==> src/rtl/se_pkg.sv <==
// Shared types and defaults for the SE-block multiplier scheduler.
// Build option: SE_MUL_TIMEOUT_EN (see se_mul_scheduler.sv).
package se_pkg;

    localparam int DEF_BITSIZE       = 14;
    localparam int DEF_NUM_INSTANCES = 32;
    localparam int DEF_CH_W          = 10;
    localparam int DEF_ADDR_W        = 5;
    localparam int DEF_TIMEOUT       = 64;

    typedef enum logic [2:0] {
        IDLE,
        FETCH,
        CAPTURE,
        ISSUE,
        WAIT,
        WRITE,
        DONE
    } state_e;

    function automatic int unsigned ceil_div(input int unsigned num, input int unsigned den);
        return (num + den - 1) / den;
    endfunction

endpackage

==> src/rtl/se_lane_mask_gen.sv <==
// Thermometer lane mask: bit i is set when lane i still holds a live channel
// of the current tile (i < rem); saturates to all-ones for full tiles.
module se_lane_mask_gen
    import se_pkg::*;
#(
    parameter int NUM_INSTANCES = DEF_NUM_INSTANCES,
    parameter int REM_W         = DEF_CH_W + 1
) (
    input  logic [REM_W-1:0]         rem,
    output logic [NUM_INSTANCES-1:0] mask
);

    always_comb begin
        mask = '0;
        for (int i = 0; i < NUM_INSTANCES; i++) begin
            mask[i] = (int'(rem) > i);
        end
    end

endmodule

==> src/rtl/se_mul_scheduler.sv <==
// Tile sequencer for the SE-block multiplier array: fetch, capture, issue, wait, write back.
// Build option: define SE_MUL_TIMEOUT_EN to bound WAIT with a watchdog and a sticky err flag.
module se_mul_scheduler
    import se_pkg::*;
#(
    parameter int bitsize       = DEF_BITSIZE,
    parameter int NUM_INSTANCES = DEF_NUM_INSTANCES,
    parameter int CH_W          = DEF_CH_W,
    parameter int ADDR_W        = DEF_ADDR_W,
    parameter int TIMEOUT       = DEF_TIMEOUT
) (
    input  logic                              clk,
    input  logic                              rst,
    input  logic                              start,
    input  logic [CH_W-1:0]                   cfg_num_ch,
    output logic                              busy,
    output logic                              done,
    output logic                              rd_en,
    output logic [ADDR_W-1:0]                 rd_addr,
    input  logic [bitsize*NUM_INSTANCES-1:0]  rd_data,
    input  logic [bitsize*NUM_INSTANCES-1:0]  rd_weights,
    output logic [bitsize*NUM_INSTANCES-1:0]  mul_a,
    output logic [bitsize*NUM_INSTANCES-1:0]  mul_b,
    output logic                              start_flag,
    input  logic                              mul_valid,
    output logic                              wr_en,
    output logic [ADDR_W-1:0]                 wr_addr,
    output logic [NUM_INSTANCES-1:0]          wr_mask,
    output logic                              err
);

    localparam int LANE_W = bitsize * NUM_INSTANCES;
    localparam int REM_W  = CH_W + 1;

    state_e                   state_q, state_d;
    logic [CH_W-1:0]          num_ch_q, num_ch_d;
    logic [CH_W-1:0]          tiles_q, tiles_d;
    logic [CH_W-1:0]          tile_q, tile_d;
    logic                     busy_q, busy_d;
    logic                     done_q, done_d;
    logic                     rd_en_q, rd_en_d;
    logic [ADDR_W-1:0]        rd_addr_q, rd_addr_d;
    logic [LANE_W-1:0]        mul_a_q, mul_a_d;
    logic [LANE_W-1:0]        mul_b_q, mul_b_d;
    logic                     start_flag_q, start_flag_d;
    logic                     wr_en_q, wr_en_d;
    logic [ADDR_W-1:0]        wr_addr_q, wr_addr_d;
    logic [NUM_INSTANCES-1:0] wr_mask_q, wr_mask_d;

    logic                     accept;
    logic [REM_W-1:0]         rem;
    logic [NUM_INSTANCES-1:0] lane_mask;

`ifdef SE_MUL_TIMEOUT_EN
    localparam int CNT_W = $clog2(TIMEOUT + 1);
    logic [CNT_W-1:0] wait_cnt_q, wait_cnt_d;
    logic             err_q, err_d;
`endif

    assign accept = (state_q == IDLE) && start && !busy_q;
    assign rem    = REM_W'(num_ch_q) - (REM_W'(tile_q) * REM_W'(NUM_INSTANCES));

    se_lane_mask_gen #(
        .NUM_INSTANCES(NUM_INSTANCES),
        .REM_W        (REM_W)
    ) u_mask (
        .rem (rem),
        .mask(lane_mask)
    );

    // busy stays up through the done pulse and clears the cycle after it
    always_comb begin
        state_d   = state_q;
        num_ch_d  = num_ch_q;
        tiles_d   = tiles_q;
        tile_d    = tile_q;
        busy_d    = busy_q;
        done_d    = 1'b0;
        mul_a_d   = mul_a_q;
        mul_b_d   = mul_b_q;
        wr_mask_d = wr_mask_q;
`ifdef SE_MUL_TIMEOUT_EN
        wait_cnt_d = '0;
        err_d      = err_q;
`endif
        if (done_q) begin
            busy_d = 1'b0;
        end

        unique case (state_q)
            IDLE: begin
                if (accept) begin
                    num_ch_d = cfg_num_ch;
                    tiles_d  = CH_W'(ceil_div(32'(cfg_num_ch), NUM_INSTANCES));
                    tile_d   = '0;
                    busy_d   = 1'b1;
                    state_d  = (cfg_num_ch == '0) ? DONE : FETCH;
                end
            end
            FETCH: begin
                state_d = CAPTURE;
            end
            CAPTURE: begin
                mul_a_d   = rd_data;
                wr_mask_d = lane_mask;
                for (int i = 0; i < NUM_INSTANCES; i++) begin
                    mul_b_d[i*bitsize +: bitsize] =
                        lane_mask[i] ? rd_weights[i*bitsize +: bitsize] : '0;
                end
                state_d = ISSUE;
            end
            ISSUE: begin
                state_d = WAIT;
            end
            WAIT: begin
                if (mul_valid) begin
                    state_d = WRITE;
                end
`ifdef SE_MUL_TIMEOUT_EN
                else if (wait_cnt_q == CNT_W'(TIMEOUT - 1)) begin
                    err_d   = 1'b1;
                    state_d = DONE;
                end else begin
                    wait_cnt_d = wait_cnt_q + 1'b1;
                end
`endif
            end
            WRITE: begin
                if (tile_q == tiles_q - CH_W'(1)) begin
                    state_d = DONE;
                end else begin
                    tile_d  = tile_q + CH_W'(1);
                    state_d = FETCH;
                end
            end
            DONE: begin
                done_d  = 1'b1;
                state_d = IDLE;
            end
            default: begin
                state_d = IDLE;
            end
        endcase

        rd_en_d      = (state_d == FETCH);
        rd_addr_d    = (state_d == FETCH) ? ADDR_W'(tile_d) : rd_addr_q;
        start_flag_d = (state_d == ISSUE);
        wr_en_d      = (state_d == WRITE);
        wr_addr_d    = (state_d == WRITE) ? ADDR_W'(tile_d) : wr_addr_q;
    end

    always_ff @(posedge clk or negedge rst) begin
        if (!rst) begin
            state_q      <= IDLE;
            num_ch_q     <= '0;
            tiles_q      <= '0;
            tile_q       <= '0;
            busy_q       <= 1'b0;
            done_q       <= 1'b0;
            rd_en_q      <= 1'b0;
            rd_addr_q    <= '0;
            mul_a_q      <= '0;
            mul_b_q      <= '0;
            start_flag_q <= 1'b0;
            wr_en_q      <= 1'b0;
            wr_addr_q    <= '0;
            wr_mask_q    <= '0;
`ifdef SE_MUL_TIMEOUT_EN
            wait_cnt_q   <= '0;
            err_q        <= 1'b0;
`endif
        end else begin
            state_q      <= state_d;
            num_ch_q     <= num_ch_d;
            tiles_q      <= tiles_d;
            tile_q       <= tile_d;
            busy_q       <= busy_d;
            done_q       <= done_d;
            rd_en_q      <= rd_en_d;
            rd_addr_q    <= rd_addr_d;
            mul_a_q      <= mul_a_d;
            mul_b_q      <= mul_b_d;
            start_flag_q <= start_flag_d;
            wr_en_q      <= wr_en_d;
            wr_addr_q    <= wr_addr_d;
            wr_mask_q    <= wr_mask_d;
`ifdef SE_MUL_TIMEOUT_EN
            wait_cnt_q   <= wait_cnt_d;
            err_q        <= err_d;
`endif
        end
    end

    assign busy       = busy_q;
    assign done       = done_q;
    assign rd_en      = rd_en_q;
    assign rd_addr    = rd_addr_q;
    assign mul_a      = mul_a_q;
    assign mul_b      = mul_b_q;
    assign start_flag = start_flag_q;
    assign wr_en      = wr_en_q;
    assign wr_addr    = wr_addr_q;
    assign wr_mask    = wr_mask_q;
`ifdef SE_MUL_TIMEOUT_EN
    assign err        = err_q;
`else
    assign err        = 1'b0;
`endif

    // Jobs needing more tiles than the buffer address space are illegal
    a_tile_range: assert property (@(posedge clk) disable iff (!rst)
        accept |-> (ceil_div(32'(cfg_num_ch), NUM_INSTANCES) <= (32'd1 << ADDR_W)));

endmodule

==> config.mk <==
export PLATFORM = sky130hd
export DESIGN_NAME = se_mul_scheduler
export DESIGN_NICKNAME = d
export VERILOG_FILES = /design/src/rtl/se_pkg.sv /design/src/rtl/se_lane_mask_gen.sv /design/src/rtl/se_mul_scheduler.sv
export SDC_FILE = /design/constraint.sdc
export NUM_CORES = 2
export LEC_CHECK = 0
export BUFFER_PORTS_ARGS = -buffer_cell sky130_fd_sc_hd__buf_4
export CORE_AREA = 8 8 717 719
export DETAILED_ROUTE_END_ITERATION = 10
export DIE_AREA = 0 0 725 727
export MAX_ROUTING_LAYER = met4
export PLACE_DENSITY = 0.3
export SETUP_SLACK_MARGIN = 0.2
export SLEW_MARGIN = 5
export SYNTH_ARGS = -nofsm -noshare
export SYNTH_HDL_FRONTEND = slang
export SYNTH_SLANG_ARGS = --single-unit
export TNS_END_PERCENT = 1
==> constraint.sdc <==
create_clock -name clk -period 9.4 [get_ports clk]
set_input_delay 1.88 -clock clk [delete_from_list [all_inputs] [get_ports clk]]
set_output_delay 1.88 -clock clk [all_outputs]
set_load 0.005 [all_outputs]
==> flow_summary.json <==
{
  "status": "complete, no violations",
  "fin_skew_ns": 0.0787,
  "r2r-end": "mul_b[322]$_DFFE_PN0N_",
  "nets": 6919,
  "dp_hpwl_um": 425000,
  "fin_util": 0.132,
  "dr_total_vias": 40800,
  "yosys.area.top_type": "dfrtp_1",
  "pwr-share-seq": 0.379,
  "synthTopCellsByCount": "nand2_1, dfrtp_1, a21oi_1",
  "post-cts-setup-buffers": 0,
  "fmax_mhz": 238,
  "synth_cells": 4189,
  "p_sw_frac": 0.258,
  "clock_path_buffers": 4,
  "cts_max_level": 4,
  "async_flop_share": 1.00,
  "hold_violations": 0,
  "instances_no_fill": 13000,
  "ys.flop_type": "dfrtp_1",
  "cts_buffers": 156,
  "cts_tree": "yes",
  "gr-max-usage-layer": "met2",
  "dpl_worst_slack_ns": 5.12,
  "setup_viol": 0,
  "cp-start-kind": "register",
  "timing.rr.start": "state_q[1]$_DFF_PN0_",
  "hold_start": "mul_a[12]$_DFFE_PN0N_",
  "powerDensity_mw_per_mm2": 168,
  "synth-simple-area-share": 0.226,
  "max_slew_margin": 0.225,
  "criticalPathCategory": "register to register",
  "netlist.area_leader.share": 0.633,
  "clock_power_share": 0.567,
  "rows": 261,
  "holdPathEnd": "mul_a[12]$_DFFE_PN0N_",
  "min_period_ns": 4.19,
  "synthTopCellsByArea": "dfrtp_1, nand2_1, a21oi_1, o21ai_0, clkbuf_1",
  "cap_violations": 0,
  "synth_edf_count": 0,
  "synthMuxAreaShare": 0.0214,
  "die_width_um": 725,
  "grt_pass1_vias": 41800,
  "grt-ovfl-total": 0,
  "required_ns": 10.14,
  "drive_gt1_frac": 0.363,
  "cts-root-buf": "clkbuf_16",
  "path_max_fanout": 74,
  "rsz0062_at_grt": "false",
  "endpoint_kind": "register",
  "yosysSeqAreaShare": 0.633,
  "die_area_mm2": 0.527,
  "crit_start": "state_q[1]$_DFF_PN0_",
  "grt_pass1_wl_um": 590000,
  "die_h_um": 727,
  "timing.final.crit_share": 0.446,
  "clkSlewWorstSetupHoldPaths_ns": 0.06,
  "synth-xor-area-share": 0.00319,
  "setup_ws_ns": 5.21,
  "use_met2": 0.312,
  "io_pins": 1854,
  "coreArea_mm2": 0.503,
  "drcViolationCount": 0,
  "vdd.ir_drop.worst_mv": 0.117,
  "synth_fa_ha_area_frac": 0.00280,
  "drt_wl_total_um": 486000,
  "start_util": 0.0764,
  "finalMaxSlewViolations": 0,
  "r2r_setup_slack_ns": 5.21,
  "power_frac_comb": 0.054,
  "cts_sinks": 972,
  "use_met3": 0.0901,
  "synth_most_common_cell": "nand2_1",
  "drtAntennaViolNets": 0,
  "grt_antenna_before_repair": 404,
  "yosysUniqueCellTypes": 63,
  "syn-cell-area_mm2": 0.0384,
  "synth_seq_cells": 972,
  "worstMarginPinSlew_ns": 1.16,
  "globalplace.congestion": 1.02,
  "portBuffers": 1852,
  "postCtsHoldBufs": 0,
  "dp_cells": 12500,
  "p_total_mw": 11.1,
  "syn_nets": 5107,
  "synth_compound_area_frac": 0.0829,
  "hold_path_depth": 2,
  "via_per_inst": 3.14,
  "p_leak_nw": 29.1,
  "area_delta_synth_final_pct": 72.5,
  "clk_latency_ns": 0.86,
  "reg2regPathDepth": 6,
  "synth_top_family_by_area": "simple AND/OR/NAND/NOR gates",
  "grt_usage": 0.182,
  "switchingPower_mw": 2.87,
  "crit_arrival_ns": 4.93,
  "hp-class": "register to register",
  "cts-resized-gates": 0,
  "p_int_mw": 8.25,
  "ys_warn_count": 0,
  "grt_max_degree": 166,
  "drt_iter0_markers": 3020,
  "route.detailed.wl_per_inst_um": 37.4,
  "finalSetupTns_ns": 0,
  "synth.avg_cell_area_um2": 9.17,
  "first_pass_iters": 5,
  "met1_usage": 0.191
}
[area by class of cell]
class / count / area [um^2]
Multi-Input combinational cell: 2937 / 13200
Clock inverter: 60 / 866
Tap cell: 6706 / 8390
Fill cell: 57700 / 437000
Clock buffer: 216 / 4490
Inverter: 17 / 71.3
Antenna cell: 161 / 403
Timing Repair Buffer: 1917 / 14500
Sequential cell: 972 / 24300
[worst max-delay path: stages (launching register included)]
cell and delay (ns):
dfrtp_1 0.49, or3b_4 0.68, buf_4 0.74, buf_4 0.85, buf_4 0.78, mux2i_1 0.29, a21oi_1 0.06
[state kept, by name, indices dropped and copies added, names as in the netlist]
register    flops
state_q         3
rd_en           1
wr_addr         5
busy            1
num_ch_q       10
wr_en           1
start_flag      1
tiles_q         6
done            1
wr_mask        32
rd_addr         5
mul_a         448
mul_b         448
tile_q         10
[layer usage]
layer / up-vias / part of all wire / wire (um)
met1: 20700 / 0.37 / 179000
li1: 17200 / - / -
met4: 0 / 0.026 / 12500
met5: - / 0 / 0
met2: 2200 / 0.49 / 238000
met3: 695 / 0.11 / 55600
[metrics by stage]
| step | hold slack [ns] | cell area, um^2 |
|---|---|---|
| after detailed placement | 0.464 | 60500 |
| final | 0.474 | 66200 |
| after floorplan | 0.448 | 38400 |
| after global routing | 0.487 | 66200 |
| after global placement | 0.462 | 60500 |
| after CTS | 0.478 | 65800 |
[how the worst max path moves through the flow]
stage | to | slack [ns] | cells past startpoint
floorplan | rd_addr[2]$_DFFE_PN0N_ | 6.30 | 5
global placement | mul_a[379]$_DFFE_PN0N_ | 5.14 | 3
detailed placement | mul_a[347]$_DFFE_PN0N_ | 5.12 | 3
CTS | mul_b[331]$_DFFE_PN0N_ | 5.29 | 6
global route | mul_b[322]$_DFFE_PN0N_ | 5.05 | 6
finish | mul_b[322]$_DFFE_PN0N_ | 5.21 | 6
[cells by family after synthesis]
group           count (synthesis)
xor+xnor                       14
simple gates                 2269
other cells                     1
compound gates                564
flops                         972
fa+ha+maj                       8
buf+inv                       280
mux                            81
[power groups by stage]
stage / registers [mW] / logic (mW) / clock network [mW]
final: 4.21 / 0.601 / 6.31
after global routing: 4.21 / 0.648 / 6.72
after CTS: 4.21 / 0.627 / 6.62
after detailed placement: 4.29 / 0.624 / 0
after global placement: 4.29 / 0.621 / 0
after floorplan: 4.29 / 0.0216 / 0
[layout by cell type, fill, tap and decap left out, types with 26 or more instances in the layout]
cell,Yosys,routed
nand2_1,2164,2163
clkbuf_8,0,32
o21ai_0,243,243
clkbuf_16,0,158
buf_4,5,1908
nor2_1,44,44
dfrtp_1,972,972
mux2i_1,72,72
a21oi_1,257,256
diode_2,0,161
clkbuf_1,219,26
No activity file was read; power rests on OpenSTA's default activity.
